===== src/rtl/stream_sink_fifo_if.sv =====
// Bundle of the push-side, pop-side and overflow-status signals of stream_sink_fifo.
// The slave modport is the FIFO; the master modport is the surrounding logic.
interface stream_sink_fifo_if #(
  parameter int unsigned DATA_WIDTH = 16,
  parameter int unsigned ADDR_WIDTH = 4,
  parameter int unsigned CNT_WIDTH  = 8
);
  logic                  in_valid;
  logic [DATA_WIDTH-1:0] in_data;
  logic                  out_valid;
  logic                  out_ready;
  logic [DATA_WIDTH-1:0] out_data;
  logic [ADDR_WIDTH:0]   level;
  logic                  overflow;
  logic                  ovf_clear;
  logic [CNT_WIDTH-1:0]  drop_count;

  modport slave (
    input  in_valid, in_data, out_ready, ovf_clear,
    output out_valid, out_data, level, overflow, drop_count
  );

  modport master (
    output in_valid, in_data, out_ready, ovf_clear,
    input  out_valid, out_data, level, overflow, drop_count
  );
endinterface


===== src/rtl/stream_sink_fifo.sv =====
// Reader end of a no-backpressure stream: buffers pushes in a first-word
// fall-through FIFO and exposes ready/valid, counting any pushes it must drop.
module stream_sink_fifo #(
  parameter int unsigned DATA_WIDTH = 16,
  parameter int unsigned ADDR_WIDTH = 4,
  parameter int unsigned CNT_WIDTH  = 8
) (
  input logic              clk,
  input logic              arst_n,
  stream_sink_fifo_if.slave bus
);
  localparam int unsigned DEPTH = 1 << ADDR_WIDTH;
  localparam logic [ADDR_WIDTH:0] FULL_LEVEL = (ADDR_WIDTH+1)'(DEPTH);

  logic [DATA_WIDTH-1:0] mem [DEPTH];
  logic [ADDR_WIDTH-1:0] wr_ptr;
  logic [ADDR_WIDTH-1:0] rd_ptr;
  logic [ADDR_WIDTH:0]   level_q;
  logic                  overflow_q;
  logic [CNT_WIDTH-1:0]  drop_q;

  logic not_empty;
  logic full;
  logic pop;
  logic push;
  logic drop;

  // Handshake decode uses registered state only, so out_valid never depends on out_ready.
  always_comb begin
    not_empty = (level_q != '0);
    full      = (level_q == FULL_LEVEL);
    pop       = not_empty & bus.out_ready;
    push      = bus.in_valid & (~full | pop);
    drop      = bus.in_valid & ~push;
  end

  // Storage is deliberately left out of reset.
  always_ff @(posedge clk) begin
    if (push) begin
      mem[wr_ptr] <= bus.in_data;
    end
  end

  always_ff @(posedge clk or negedge arst_n) begin
    if (!arst_n) begin
      wr_ptr  <= '0;
      rd_ptr  <= '0;
      level_q <= '0;
    end else begin
      if (push) begin
        wr_ptr <= wr_ptr + 1'b1;
      end
      if (pop) begin
        rd_ptr <= rd_ptr + 1'b1;
      end
      if (push && !pop) begin
        level_q <= level_q + 1'b1;
      end else if (pop && !push) begin
        level_q <= level_q - 1'b1;
      end
    end
  end

  // A drop in the same cycle as a clear restarts the count at one.
  always_ff @(posedge clk or negedge arst_n) begin
    if (!arst_n) begin
      overflow_q <= 1'b0;
      drop_q     <= '0;
    end else if (drop) begin
      overflow_q <= 1'b1;
      if (bus.ovf_clear) begin
        drop_q <= CNT_WIDTH'(1);
      end else if (drop_q != '1) begin
        drop_q <= drop_q + 1'b1;
      end
    end else if (bus.ovf_clear) begin
      overflow_q <= 1'b0;
      drop_q     <= '0;
    end
  end

  always_comb begin
    bus.out_valid  = not_empty;
    bus.out_data   = mem[rd_ptr];
    bus.level      = level_q;
    bus.overflow   = overflow_q;
    bus.drop_count = drop_q;
  end
endmodule


===== src/flat_wrapper.sv =====
// flat-port wrapper written by rule: the top's interface ports become plain ports
module stream_sink_fifo_flat 
#(
  parameter int unsigned DATA_WIDTH = 16,
  parameter int unsigned ADDR_WIDTH = 4,
  parameter int unsigned CNT_WIDTH  = 8
)
  (clk, arst_n, bus_in_valid, bus_in_data, bus_out_ready, bus_ovf_clear, bus_out_valid, bus_out_data, bus_level, bus_overflow, bus_drop_count);
  stream_sink_fifo_if #(.DATA_WIDTH(DATA_WIDTH), .ADDR_WIDTH(ADDR_WIDTH), .CNT_WIDTH(CNT_WIDTH)) bus_i ();
  input logic clk;
  input logic arst_n;
  input wire logic [$bits(bus_i.in_valid)-1:0] bus_in_valid;
  input wire logic [$bits(bus_i.in_data)-1:0] bus_in_data;
  input wire logic [$bits(bus_i.out_ready)-1:0] bus_out_ready;
  input wire logic [$bits(bus_i.ovf_clear)-1:0] bus_ovf_clear;
  output wire logic [$bits(bus_i.out_valid)-1:0] bus_out_valid;
  output wire logic [$bits(bus_i.out_data)-1:0] bus_out_data;
  output wire logic [$bits(bus_i.level)-1:0] bus_level;
  output wire logic [$bits(bus_i.overflow)-1:0] bus_overflow;
  output wire logic [$bits(bus_i.drop_count)-1:0] bus_drop_count;
  assign bus_i.in_valid = bus_in_valid;
  assign bus_i.in_data = bus_in_data;
  assign bus_i.out_ready = bus_out_ready;
  assign bus_i.ovf_clear = bus_ovf_clear;
  assign bus_out_valid = bus_i.out_valid;
  assign bus_out_data = bus_i.out_data;
  assign bus_level = bus_i.level;
  assign bus_overflow = bus_i.overflow;
  assign bus_drop_count = bus_i.drop_count;
  stream_sink_fifo #(.DATA_WIDTH(DATA_WIDTH), .ADDR_WIDTH(ADDR_WIDTH), .CNT_WIDTH(CNT_WIDTH)) u_core (.clk(clk), .arst_n(arst_n), .bus(bus_i));
endmodule

===== config.mk =====
export PLATFORM = sky130hd
export DESIGN_NAME = stream_sink_fifo_flat
export DESIGN_NICKNAME = d
export VERILOG_FILES = /design/src/rtl/stream_sink_fifo_if.sv /design/src/rtl/stream_sink_fifo.sv /design/src/flat_wrapper.sv
export SDC_FILE = /design/constraint.sdc
export NUM_CORES = 1
export LEC_CHECK = 0
export CORE_ASPECT_RATIO = 0.75
export CORE_MARGIN = 1.5
export CORE_UTILIZATION = 60
export DETAILED_ROUTE_END_ITERATION = 12
export GPL_TIMING_DRIVEN = 1
export PLACE_DENSITY = 0.79
export SLEW_MARGIN = 30
export SYNTH_ARGS = -nofsm -noshare
export SYNTH_HDL_FRONTEND = slang
export SYNTH_SLANG_ARGS = --single-unit

===== constraint.sdc =====
create_clock -name clk -period 7.76 [get_ports clk]
set_input_delay 1.552 -clock clk [delete_from_list [all_inputs] [get_ports clk]]
set_output_delay 1.552 -clock clk [all_outputs]
set_load 0.02 [all_outputs]

==> results of run 1 <==
## cells in the final DEF (no fill, tap or decap), types with 5 or more instances in the layout
| master | n |
|---|---|
| edfxtp_1 | 256 |
| buf_4 | 13 |
| clkdlybuf4s50_1 | 50 |
| o21ai_0 | 5 |
| nor2_1 | 5 |
| clkbuf_1 | 8 |
| o31ai_1 | 5 |
| clkbuf_8 | 5 |
| nor3_1 | 5 |
| a22oi_1 | 32 |
| or4_1 | 5 |
| and2_2 | 6 |
| a21oi_1 | 9 |
| nand2_1 | 27 |
| xnor2_1 | 7 |
| dfrtp_1 | 20 |
| clkbuf_16 | 27 |
| mux4_2 | 64 |
| ha_1 | 10 |
| inv_1 | 10 |
## synth_stat cells (all sizes together) (2+ instances only)
library cell / n
dfrtp: 22
a22oi: 32
o21ai: 6
edfxtp: 256
xnor2: 7
ha: 10
or4: 6
nor3b: 2
nand3: 4
or3: 2
nor2: 6
nand4: 3
a21o: 3
mux2: 2
nor4: 4
and2: 10
a21oi: 9
inv: 10
o41ai: 2
mux4: 64
buf: 9
nand2: 27
clkbuf: 18
xor2: 2
nor3: 5
o31ai: 5
nor2b: 2
## registers in the layout, summed over array words and instances (netlist names)
name / flops
u_core.mem: 256
u_core.bus.drop_count: 8
u_core.bus.level: 5
u_core.rd_ptr: 4
u_core.wr_ptr: 4
u_core.bus.overflow: 1
## worst max-delay path: cells and delay by family, from the launching register on
kind / cells / cell delay, ns
simple gates: 1 / 0.09
flops: 1 / 0.92
compound gates: 1 / 0.26
buf+inv: 2 / 1.13
mux: 1 / 0.58
## cell type report
cell class	count	area, um2
clock buffers	40	774
clock inverters	5	47.5
fillers	1067	5140
inverters	11	41.3
multi-input cells	223	2560
flip-flops and latches	278	8240
well taps	242	303
repair buffers	64	603
## report_power, final
group | internal (mW) | total (mW) | switching, mW | leakage, nW
Combinational | 0.682 | 1.43 | 0.745 | 1.11
Sequential | 1.81 | 1.95 | 0.137 | 2.59
Clock | 0.715 | 1.22 | 0.501 | 0.403
## worst paths after layout
path	startpoint	end	slack [ns]	cells after the start
worst min register to register	u_core.bus.overflow	u_core.bus.overflow	0.48	1
max in group asynchronous	arst_n	u_core.rd_ptr[0]	6.38	1
worst max register to register	u_core.bus.level[0]	u_core.bus.level[4]	3.96	9
worst min-delay path	u_core.bus.overflow	u_core.bus.overflow	0.48	1
min in group asynchronous	arst_n	u_core.bus.level[0]	1.00	1
worst max-delay path	u_core.rd_ptr[0]	bus_out_data[6]	2.67	5
## through the flow
step           util [%]  hold slack, ns  std cells  instance area [um2]
3_5_place_dp       66.3           0.472        818                11700
3_3_place_gp       66.3           0.461        818                11700
5_1_grt            71.0           0.504        863                12600
6_report           71.0           0.485        863                12600
2_1_floorplan         -           0.493        539                10900
4_1_cts            71.0           0.485        863                12600
## cell families after synthesis
kind of cell    after synthesis
flops                       278
buf+inv                      38
fa+ha+maj                    11
mux                          67
compound gates               61
simple gates                 75
xor+xnor                      9
## per-layer routing
| metal | wire length, um | vias to the layer above |
|---|---|---|
| met5 | 0 | - |
| met3 | 1320 | 29 |
| met4 | 371 | 0 |
| met1 | 9240 | 2898 |
| li1 | - | 2362 |
| met2 | 10800 | 215 |
==> impl_results.md, run 1 <==
* Pre-CTS WS at around 2.9 ns
* I/O Pins at 52
* Post-Synth Simple-Gate Area at under 10%
* Area contributors post-synth: edfxtp_1 (70%), mux4_2 (13%), dfrtp_1 (5.0%), a22oi_1 (2.2%), ha_1 (1.1%)
* Skew-Pair Late Insertion Delay at between 0.5 and 0.6 ns
* Routability cong. at 0.765
* Post-synth net total at 571
* Area delta synth->final at 15.2%
* Synth Area in XOR/XNOR at less than 1%
* RSZ-0062 raised after global routing: false
* Final TNS setup at 0 ns
* ANT cells at 0
* Main synth FF type: edfxtp_1
* Critical setup path kind: reg -> out
* Run status: complete, no violations
* PwrDens at 365 nW/um2
* Die area at 19000 um2
* # rows at 42
* Grt met1 use at 35.1%
* Crit end category: primary output
* Mapped Cells at ~540
* Post-DP HPWL at 11.9 mm
* Hold-fix buffers, CTS at 0
* Data required, critical path at 6.21 ns
* Initial antenna violation count at 0
* Resized cells post-CTS at 0
* Chip height at 120 um
* First-pass GRT wire length at between 30 and 40 mm
* Via count at 5504
* TritonCTS Buffers at 26
* Setup ws final at 2.67 ns
* Yosys reg bits at 278
* Multiplexer share of the synthesized area at 13.5%
* Largest area contributor in the netlist: edfxtp_1
* Mean routed wirelength per cell at 25.2 um
* Finish-stage setup viols at 0
* Share of layout cells above drive strength 1 at 21.1%
* Final Power at 4.59 mW
* Worst-case clock buffer depth at 3
* Critical Path Slowest Stage Cell: dfrtp_4
* Sequential area share after synthesis at 75.5%
* Core area at about 18000 um2
* Hold Vio Cnt, Final at 0
* Final critical-path share of the clock period at around 66%
* EDFF count, synth at 256
* Synthesized cell area at ~11000 um2
* CP Max Fanout at 40
* Final wirelength at 21.7 mm
* Initial DRC count at 528
* MaxCap Viol Count at 0
* Worst setup SP type: flip-flop
* Leak pwr at 4.10 nW
* Clock tree from TritonCTS: yes
* CP peak stage delay at 0.92 ns
* GRT Total Usage at 24.2%
* Met3 GRT Util at around 3.3%
* CTS Sinks at 278
* GRT Max-Usage Layer: met2
* Hold Path Class: reg -> reg
* Post-Syn Area per Cell at 20.2 um2
* Main combinational cell family by area after synthesis: multiplexers
* Fmax at 197 MHz
* Worst VDD drop at 0.249 mV
* CP arrival at between 3 and 4 ns
* Port Buffers at 51
* Post-synthesis adder-cell area fraction at ~1.3%
* Final #Nets at 636
* Detailed-route DRC error count at 0
* Pin count of the biggest net entering global routing at between 60 and 70
* Max-slew headroom at 34.7%
* Pins Over Slew Limit at 0
* Drt via density at 6.38
* H-tree depth at 1
* DRT antenna net count at 0
* Final min period at 5.09 ns
* Vias in the first global route at between 5000 and 6000
* M2 GR Usage at just over 40%
* Synth Area in Compound Gates at 3.92%
* Die W at about 160 um
* YS warnings at 0
* Tightest Pin Transition at 0.979 ns
* Share of flip-flops with an asynchronous set or reset at a little under 8%
* Post-synth top area share at 70.5%
* Initial core utilization at 61.6%
* Post-CTS setup-driven buffer insertion count at 0
* Reg clk slew, reported paths at 0.06 ns
* Critical Path, Cell by Cell: buf_4 > mux4_2 > a22oi_1 > nand2_1 > clkdlybuf4s50_1
* Root buffer cell: clkbuf_16
* Distinct cells, synth at between 40 and 50
* Gr ovfl total at 0
* Pre-antenna DRT Iters at 5
* Worst Skew at 0.00549 ns
(Power assumes the default switching activity.)
==> run 2: changes to the inputs <==
- clock period: 7.76 -> 5 ns (I/O delays scaled with it)
==> run 2 against run 1 <==
Cell count is 0.58% higher. Clock skew is 0.0076 ns higher. Sequential power is 58% higher. Global-route usage is 0.70 points higher. Combinational power is 56% higher. Core utilization hardly changed. Die area stayed put. Critical path depth stayed put. Worst setup slack worse by 1.9 ns. Via count is 1.3% higher. Sequential share of layout area hardly changed. Highest routed layer unchanged. Critical path type unchanged. Flip-flop and latch count stayed put.
==> impl_results.md, run 2 (synthesized netlist as in run 1, its figures left out) <==
* Skew-Pair Late Insertion Delay at 0.52 ns (was 0.51 ns)
* Register area at 8240 um2 (unchanged)
* Final critical-path share of the clock period at 83.7%
* Finish-stage setup viols at 0 (unchanged)
* Final #Nets at 641 (was 636)
* Root buffer cell: clkbuf_16 (unchanged)
* Multi-input logic area at 2560 um2 (unchanged)
* Worst-case clock buffer depth at 3 (unchanged)
* Chip height at 120 um (unchanged)
* CP Max Fanout at 32 (was 40)
* Fillers at 1052 (was 1067)
* Gr ovfl total at 0 (unchanged)
* Final TNS setup at 0 ns (unchanged)
* Max layer used: met4 (unchanged)
* Final min period at roughly 4.2 ns
* Switch Pwr at 2.19 mW (was 1.38 mW)
* Drt via density at 6.42 (was 6.38)
* Clk pwr share at 25.0% (was 26.5%)
* Port Buffers at 51 (unchanged)
* Commonest non-fill, non-tap cell in the layout: edfxtp_1 (unchanged)
* Finished Layout Cells at 868 (was 863)
* Die W at 159 um (unchanged)
* CTS Sinks at 278 (unchanged)
* TritonCTS Buffers at 26 (unchanged)
* First-pass GRT wire length at 34.8 mm (was 33.8 mm)
* Power share of the sequential group at 43.5% (was 42.4%)
* Critical setup path kind: reg -> out (unchanged)
* Vias in the first global route at 5813 (was 5695)
* Routed wl met2 at 11.2 mm (was 10.8 mm)
* RSZ-0062 raised after global routing: false (unchanged)
* Largest register FFs at 256 (unchanged)
* Run status: complete, no violations (unchanged)
* Sw Ratio at 31.0% (was 30.1%)
* Pin count of the biggest net entering global routing at 37 (was 68)
* Core area at 17700 um2 (unchanged)
* Pins Over Slew Limit at 0 (unchanged)
* Post-DP HPWL at 13.0 mm (was 11.9 mm)
* Initial core utilization at 61.6% (unchanged)
* Largest reg by FF count: u_core.mem (unchanged)
* Tightest Pin Transition at 0.957 ns (was 0.979 ns)
* Detailed-route DRC error count at 0 (unchanged)
* GRT Total Usage at 24.9% (was 24.2%)
* Die area at 19000 um2 (unchanged)
* Worst Skew at 0.0131 ns (was 0.00549 ns)
* Routability cong. at 0.810 (was 0.765)
* Final Power at 7.08 mW (was 4.59 mW)
* H-tree depth at 1 (unchanged)
* # rows at 42 (unchanged)
* Initial DRC count at 544 (was 528)
* Finished layout cell area at 12600 um2 (about the same)
* ANT cells at 0 (unchanged)
* Logic pwr share at 31.5% (was 31.1%)
* R2R Setup Slk at 1.11 ns (was 3.96 ns)
* Area delta synth->final at 15.1% (was 15.2%)
* CP arrival at 3.18 ns (was 3.53 ns)
* Final wirelength at 22.5 mm (was 21.7 mm)
* Post-place instance area at 11800 um2 (was 11700 um2)
* Share of layout cells above drive strength 1 at 21.2% (was 21.1%)
* I/O Pins at 52 (unchanged)
* Int Power at 4.89 mW (was 3.21 mW)
* Reg clk slew, reported paths at 0.06 ns (about the same)
* MaxCap Viol Count at 0 (unchanged)
* Clock tree from TritonCTS: yes (unchanged)
* Data required, critical path at 4.00 ns (was 6.21 ns)
* DRT antenna net count at 0 (unchanged)
* Placed insts at 823 (was 818)
* Hold Vio Cnt, Final at 0 (unchanged)
* Pre-antenna DRT Iters at 5 (unchanged)
* PwrDens at 563 nW/um2 (was 365 nW/um2)
* Resized cells post-CTS at 0 (unchanged)
* Initial antenna violation count at 0 (unchanged)
* Met1 wire length at 9.03 mm (was 9.24 mm)
* Crit end category: primary output (unchanged)
* Met3 wire length at 1.91 mm (was 1.32 mm)
* Most frequent cells in the layout: edfxtp_1 (256), mux4_2 (64), clkdlybuf4s50_1 (50), a22oi_1 (32) (unchanged)
* Leak pwr at 4.11 nW (was 4.10 nW)
* Fmax at 239 MHz
* Max-slew headroom at 36.2% (was 34.7%)
* Worst VDD drop at 0.448 mV (was 0.249 mV)
* Post-CTS setup-driven buffer insertion count at 0 (unchanged)
* Mean routed wirelength per cell at 25.9 um (was 25.2 um)
* Post-layout util at 70.9% (was 71.0%)
* Worst setup SP type: flip-flop (unchanged)
* Hold Path Class: in -> async (was reg -> reg)
* Hold-fix buffers, CTS at 0 (unchanged)
* Via count at 5573 (was 5504)
[run 2: layout make-up]
class                   instances  area share (%)
flip-flops and latches        278            65.6
multi-input cells             223            20.4
clock inverters                 8           0.309
inverters                      11           0.329
repair buffers                 69            5.30
well taps                     242            2.41
clock buffers                  37            5.68
[run 2: worst paths after layout]
kind / start / end / cells after the start
max in group asynchronous: arst_n / u_core.rd_ptr[0] / 1
min in group clk: u_core.bus.overflow / u_core.bus.overflow / 1
min reg2reg: u_core.bus.overflow / u_core.bus.overflow / 1
max reg2reg: u_core.bus.level[0] / u_core.bus.level[4] / 9
min: arst_n / u_core.bus.drop_count[2] / 1
max: u_core.rd_ptr[0] / bus_out_data[1] / 5
[run 2: per-layer routing]
metal	vias up	global-route usage (%)
met2	268	41.2
met3	36	5.25
met4	0	5.54
li1	2370	-
met5	-	0
met1	2899	34.9
[run 2: power by group through the flow]
stage	Sequential, mW	Combinational (mW)	Clock, mW
4_1_cts	3.08	2.24	1.80
3_3_place_gp	3.10	2.14	0
3_5_place_dp	3.13	2.21	0
5_1_grt	3.11	2.37	1.90
6_report	3.08	2.23	1.77
2_1_floorplan	2.96	1.51	0
[run 2: stage by stage]
step | setup WS [ns] | hold WS [ns]
2_1_floorplan | 1.75 | 0.493
3_5_place_dp | 0.638 | 0.481
5_1_grt | 0.616 | 0.483
3_3_place_gp | 0.923 | 0.462
4_1_cts | 0.747 | 0.455
6_report | 0.817 | 0.453
[run 2: critical path: stages (launching register included)]
cell	delay, ns
dfrtp_4	0.84
buf_12	0.32
mux4_2	0.54
a22oi_1	0.27
nand2_1	0.12
clkdlybuf4s50_1	0.54
